===== src/rtl/pipe_skid_stage.sv =====
// pipe_skid_stage: valid/ready pipeline register with a 2-entry skid buffer.
// Back-pressure is absorbed by the skid slot, so in_ready is a pure register
// decode. Also provides flush, a sticky halt block and a saturating stall count.
module pipe_skid_stage #(
  parameter int WIDTH = 64,
  parameter int CNT_W = 16
) (
  input  logic             CLK,
  input  logic             nRST,
  input  logic             flush,
  input  logic             in_valid,
  output logic             in_ready,
  input  logic [WIDTH-1:0] in_data,
  input  logic             in_halt,
  output logic             out_valid,
  input  logic             out_ready,
  output logic [WIDTH-1:0] out_data,
  output logic             out_halt,
  output logic [1:0]       occupancy,
  output logic             halted,
  output logic [CNT_W-1:0] stall_cnt
);

  // The occupancy count is the state; slot valid bits are decoded from it.
  typedef enum logic [1:0] {
    EMPTY = 2'd0,
    ONE   = 2'd1,
    TWO   = 2'd2
  } occ_e;

  localparam logic [CNT_W-1:0] STALL_MAX = '1;
  localparam logic [CNT_W-1:0] STALL_ONE = CNT_W'(1);

  occ_e             state, state_next;
  logic [WIDTH-1:0] main_data, main_data_next;
  logic [WIDTH-1:0] skid_data, skid_data_next;
  logic             main_halt, main_halt_next;
  logic             skid_halt, skid_halt_next;
  logic             block, block_next;
  logic             in_fire, out_fire;

  // ready/valid come straight from registers: no in_* -> out_* path and no
  // out_ready -> in_ready path.
  assign in_ready  = (state != TWO) && !block;
  assign out_valid = (state != EMPTY);
  assign out_data  = main_data;
  assign out_halt  = main_halt;
  assign occupancy = state;

  assign in_fire  = in_valid && in_ready;
  assign out_fire = out_valid && out_ready;

  // Next-state and slot contents; flush overrides every transition.
  always_comb begin
    // NOTE: every signal gets a default first so no path leaves it unassigned,
    // which would otherwise infer a latch.
    state_next     = state;
    main_data_next = main_data;
    main_halt_next = main_halt;
    skid_data_next = skid_data;
    skid_halt_next = skid_halt;
    block_next     = block || (in_fire && in_halt);

    case (state)
      EMPTY: begin
        if (in_fire) begin
          state_next     = ONE;
          main_data_next = in_data;
          main_halt_next = in_halt;
        end
      end
      ONE: begin
        if (in_fire && out_fire) begin
          main_data_next = in_data;
          main_halt_next = in_halt;
        end else if (in_fire) begin
          state_next     = TWO;
          skid_data_next = in_data;
          skid_halt_next = in_halt;
        end else if (out_fire) begin
          // Invalid slots read as zero.
          state_next     = EMPTY;
          main_data_next = '0;
          main_halt_next = 1'b0;
        end
      end
      TWO: begin
        // in_ready is low here, so only the drain can happen.
        if (out_fire) begin
          state_next     = ONE;
          main_data_next = skid_data;
          main_halt_next = skid_halt;
          skid_data_next = '0;
          skid_halt_next = 1'b0;
        end
      end
      default: begin
        state_next = EMPTY;
      end
    endcase

    // An out_fire this cycle is still delivered; an in_fire is discarded.
    if (flush) begin
      state_next     = EMPTY;
      main_data_next = '0;
      main_halt_next = 1'b0;
      skid_data_next = '0;
      skid_halt_next = 1'b0;
      block_next     = 1'b0;
    end
  end

  // Slot and block registers.
  always_ff @(posedge CLK) begin
    // NOTE: the payload registers are reset too, because empty slots must
    // present zero on out_data; they are not a plain storage array.
    if (!nRST) begin
      state     <= EMPTY;
      main_data <= '0;
      main_halt <= 1'b0;
      skid_data <= '0;
      skid_halt <= 1'b0;
      block     <= 1'b0;
    end else begin
      // NOTE: sequential state uses non-blocking assignments only, so every
      // register samples pre-edge values regardless of statement order.
      state     <= state_next;
      main_data <= main_data_next;
      main_halt <= main_halt_next;
      skid_data <= skid_data_next;
      skid_halt <= skid_halt_next;
      block     <= block_next;
    end
  end

  // Sticky halted flag and saturating stall counter; only reset clears them.
  always_ff @(posedge CLK) begin
    if (!nRST) begin
      halted    <= 1'b0;
      stall_cnt <= '0;
    end else begin
      if (out_fire && out_halt) begin
        halted <= 1'b1;
      end
      if (out_valid && !out_ready && (stall_cnt != STALL_MAX)) begin
        stall_cnt <= stall_cnt + STALL_ONE;
      end
    end
  end

endmodule


===== config.mk =====
export PLATFORM = sky130hd
export DESIGN_NAME = pipe_skid_stage
export DESIGN_NICKNAME = d
export VERILOG_FILES = /design/src/rtl/pipe_skid_stage.sv
export SDC_FILE = /design/constraint.sdc
export NUM_CORES = 1
export LEC_CHECK = 0
export CORE_MARGIN = 2
export CORE_UTILIZATION = 50
export CTS_BUF_LIST = sky130_fd_sc_hd__clkbuf_16
export CTS_CLUSTER_DIAMETER = 150
export DETAILED_ROUTE_END_ITERATION = 8
export GPL_TIMING_DRIVEN = 0
export PLACE_DENSITY = 0.8
export SYNTH_ARGS = -nofsm -noshare
export SYNTH_HDL_FRONTEND = slang
export SYNTH_SLANG_ARGS = --single-unit

===== constraint.sdc =====
create_clock -name CLK -period 2.5 [get_ports CLK]
set_clock_uncertainty 0.15 [all_clocks]
set_input_delay 0.75 -clock CLK [delete_from_list [all_inputs] [get_ports CLK]]
set_output_delay 0.75 -clock CLK [all_outputs]
set_load 0.01 [all_outputs]

# == After elaboration in Yosys (flattened, before gate mapping) ==
# Cells that the tools add are included.
# op_classes
n_reduce_logical,19
bitwise,1
addsub,1
n_mux,22
n_eq_ne,11
# op_table
op,count
2-to-1 mux 64 bit,6
one-hot mux 64 bit (3 select lines),1
one-hot mux 64 bit (2 select lines),1
"adder 16 x 1 -> 16 bit, second input constant",1
"!= test 16 bit, second input constant",1
2-to-1 mux 2 bit,5
"!= test 2 bit, second input constant",5
"!= test 3 bit, second input constant",3
logical AND 1 bit,8
AND reduction 4 bit,2
2-to-1 mux 1 bit,6
one-hot mux 2 bit (3 select lines),1
AND reduction 5 bit,1
nonzero test 2 bit,2
one-hot mux 1 bit (3 select lines),1
nonzero test 3 bit,1
"== test 2 x 1 -> 1 bit, second input constant",1
"== test 2 bit, second input constant",1
zero test 1 bit,2
zero test 2 bit,1
one-hot mux 1 bit (2 select lines),1
OR reduction 2 bit,1
logical OR 1 bit,1
inverter 1 bit,1
# totals
inputBits,70
word_cells,62
reg_bits,150

# == Longest topological paths before layout ==
# depth
ltp_word,6
ltp_mapped,9

# == Least setup slack after synthesis ==
# Ideal clock, no wire load.
# synth_timing
path_type,reg2reg
start,reg state[0] (netlist: occupancy[0])
end,reg main_data[22] (netlist: out_data[22])
n_path_buf,3
required_time_ps,2230
path_slack_ps,297
path_stages_with_launch,10
t_arrival_ps,1933
period_less_slack_ps,2203
cell_sequence,dfxtp_1 -> inv_1 -> ha_1 -> nand2b_1 -> buf_2 -> a221o_1 -> buf_6 -> buf_6 -> a221oi_2 -> nor2_1
# synth_between
elab_chain_cells,6
# synth_lines
element,line_no,rtl
"start, declared",34,"occ_e state, state_next;"
"start signal, assigned",127,state <= state_next;
!= test 2 bit,44,assign in_ready = (state != TWO) && !block;
logical AND 1 bit,44,
logical AND 1 bit,50,assign in_fire = in_valid && in_ready;
logical AND 1 bit,73,if (in_fire && out_fire) begin
!= test 3 bit (no source line) / 2-to-1 mux 64 bit (equally long branches),-,
AND reduction 5 bit (no source line) / one-hot mux 64 bit (3 select lines) (equally long branches),-,
"end signal, assigned",128,main_data <= main_data_next;
"end, declared",35,"logic [WIDTH-1:0] main_data, main_data_next;"
# Parallel ways exist; a longest one is shown, timed or not.
# A chain may end at the register's enable or synchronous reset.

# == Final worst setup path ==
# layout_timing
start,reg state[0] (netlist: occupancy[0])
end,out out_valid
# layout_between
elab_chain_cells,1
# layout_lines
element,line_no,rtl
nonzero test 2 bit,45,assign out_valid = (state != EMPTY);
"end, declared",15,"output logic out_valid,"
# No other way between the ends.

==> run metrics <==
total grt overflow 0; HPWL Detailed 13500 µm; commonest non-fill, non-tap cell in the layout clkdlybuf4s50_1; detailed-route via count 6438; vias per inst 5.93; First-pass DRT Iterations 6; dpl cell area 8290 µm²; sequential element share of the synthesized area 46.0%; Int Pwr 4.42 mW; clock-pin slew on the worst setup and hold paths 0.06 ns; DR DRC count 0; PwrDens 660 nW/µm²; Placed Cells 1053; Most common cell on crit path inv_1; CTS H-tree lvls 4; Total Power Consumption 5.90 mW; iteration-0 DRC count of the detailed router 733; layout cells sized above 1 15.7%; critical path data required time 1.60 ns; TritonCTS clock tree built; Peak Freq 408 MHz; CP max stage cell dfxtp_4; DRT Wirelength 19300 µm; Syn Nets 802; max-slew violation count 0; EDFF count, synth 0; IO Port Bufs 155; post-route ant nets 0; Comb power frac 14.0%; Layout area overhead 37.1%; Leak 3.20 nW; Setup violations, final 0; fin crit period 2.45 ns; Rows 41; Worst Setup EP out_valid; R2R Path End out_data[3]$_SDFFE_PP0P_; Clk pwr share 43.4%; wire per inst 17.8 µm; number of synthesis warnings 0; Non-Filler Instances 1085; Worst setup startpoint occupancy[0]$_SDFFE_PP0P_; RSZ-0062 raised after global routing yes; worst r2r src occupancy[0]$_SDFFE_PP0P_; worst skew pair latency 0.43 ns; worst r2r path cells 8; cell area after synthesis 6530 µm²; # IOs 156; Sw Ratio 25.1%; vias in the first global route 6226; CTS buffer count 17; first-pass GRT wire length 30800 µm; Unique masters post-synth 48; core area 12700 µm²; crit path DAT 1.55 ns; crit-path cells inv_1, ha_2, inv_1, dlygate4sd2_1; initial antenna violation count 0; Flop pwr share 42.6%; NetSw 1.48 mW; Avg Cell Area, Syn 8.99 µm²; normalized max-slew margin 48.4%; IR drop worst, VDD 0.000493 V; cell area after layout 8940 µm²; pin count of the biggest net entering global routing 17; max_cap viols 0; Die ar. 14000 µm²; CP Max Fanout 8; Worst setup EP type primary output; CTS Buffer Depth 2; kind of critical path reg2out; Die H 118 µm; Total GRT Usage 27.1%; dominant synthesized flop cell dfxtp_1; Setup crit start kind register; status finished, final reports clean; CTS Root Cell clkbuf_16; Ant. Diodes 0; Worst Tran Pin Value 0.775 ns; nets@finish 976; Post-synth ARST share 0%; CP peak stage delay 0.37 ns; Initial Util 51.5%; number of clock sinks 150; die width 118 µm; most frequent cells in the layout 152 x clkdlybuf4s50_1, 148 x dfxtp_1, 79 x nand2_1; reg2reg setup slack 0.09 ns; GPL Wtd Cong 0.891; final period utilization 98.0%; Mapped Cells 726; Hold Crit Class reg2reg; #FFs+latches synth 150; Hold Vio Cnt, Final 0
[stage by stage]
stage / hold slack, ns / setup slack [ns] / setup TNS [ns] / utilization, %
CTS: 0.306 / -0.000693 / -0.000693 / 70.3
global placement: 0.289 / -0.709 / -54.79 / 65.4
finish: 0.305 / 0.0510 / 0 / 70.6
floorplan: 0.282 / 0.297 / 0 / -
global route: 0.323 / -0.0603 / -0.136 / 70.6
detailed placement: 0.297 / -0.863 / -59.30 / 65.4
[sequential cells by signal, summed over array words and instances, names as in the netlist]
register   count
skid_data     64
halted         1
skid_halt      1
occupancy      2
out_data      64
stall_cnt     16
out_halt       1
block          1
[power by group through the flow]
stage,combinational [mW],clock [mW],sequential (mW)
after floorplan,0.383,0,2.59
after global placement,0.781,0,2.56
after detailed placement,0.800,0,2.56
after CTS,0.810,2.57,2.51
after global routing,0.885,2.69,2.52
final,0.826,2.56,2.51
[synth_stat cells (2+ instances only)]
cell | number | area, µm²
ha_1 | 6 | 75.1
o21ai_0 | 64 | 320
buf_4 | 7 | 52.6
or4_1 | 6 | 45.0
nor3_1 | 6 | 30.0
nand4_2 | 2 | 25.0
and4_1 | 3 | 26.3
nor2_1 | 71 | 267
o31ai_1 | 3 | 22.5
buf_2 | 23 | 115
nand3_1 | 67 | 335
o41ai_1 | 4 | 35.0
or3_1 | 3 | 18.8
dfxtp_1 | 150 | 3000
nand4_1 | 4 | 25.0
o21ai_1 | 7 | 35.0
o211a_1 | 3 | 30.0
inv_1 | 3 | 11.3
a221oi_1 | 15 | 131
a221oi_2 | 51 | 766
nand2b_1 | 9 | 56.3
or4b_1 | 2 | 20.0
a21oi_1 | 74 | 370
buf_6 | 6 | 67.6
nand2_1 | 79 | 297
nor2b_1 | 2 | 12.5
clkbuf_1 | 29 | 109
mux2_2 | 2 | 22.5
mux2i_1 | 5 | 50.1
o211ai_1 | 2 | 15.0
[cell families after synthesis]
family | count (synthesis) | synth area share, %
simple gates | 262 | 18.8
compound gates | 228 | 27.1
flops | 150 | 46.0
buf+inv | 73 | 5.81
mux | 7 | 1.11
fa+ha+maj | 6 | 1.15
[worst min-delay path by stage]
stage,startpoint,end,slack [ns],cells past startpoint
global placement,skid_data[0]$_SDFFE_PP0P_,skid_data[0]$_SDFFE_PP0P_,0.29,2
floorplan,skid_data[0]$_SDFFE_PP0P_,skid_data[0]$_SDFFE_PP0P_,0.28,2
global route,skid_data[2]$_SDFFE_PP0P_,skid_data[2]$_SDFFE_PP0P_,0.32,2
finish,skid_data[2]$_SDFFE_PP0P_,skid_data[2]$_SDFFE_PP0P_,0.31,2
CTS,skid_data[62]$_SDFFE_PP0P_,skid_data[62]$_SDFFE_PP0P_,0.31,2
detailed placement,skid_data[62]$_SDFFE_PP0P_,skid_data[62]$_SDFFE_PP0P_,0.30,2
[layout make-up]
class | count | area (µm²)
fill | 952 | 3730
multi-input combinational | 503 | 3170
sequential | 150 | 3010
timing repair buffer | 155 | 1550
clock buffer | 17 | 425
buffer | 68 | 390
tap | 172 | 215
clock inverter | 15 | 164
inverter | 5 | 21.3
[what timing repair did]
item / CTS / global route
buffers inserted: 0 / 0
hold buffers: 0 / 0
cloned: 0 / 0
pin swaps: 0 / 0
endpoints found under the hold margin: 0 / 0
endpoints found under the setup margin: 61 / 107
resized for setup: 18 / 20
[worst max-delay path, delay by kind of cell (launching register included)]
kind	cells	cell delay, ns
adders and majority gates	1	0.29
buffers and inverters	3	0.47
DFF	1	0.37
[metal layers]
metal	track usage [%]	vias to the layer above	share of wire [%]
met4	12.2	0	2.3
met1	33.3	3088	42
met3	7.09	38	7.2
met5	0	-	0
met2	44.3	295	49
li1	-	3017	-
(Power assumes the default switching activity.)
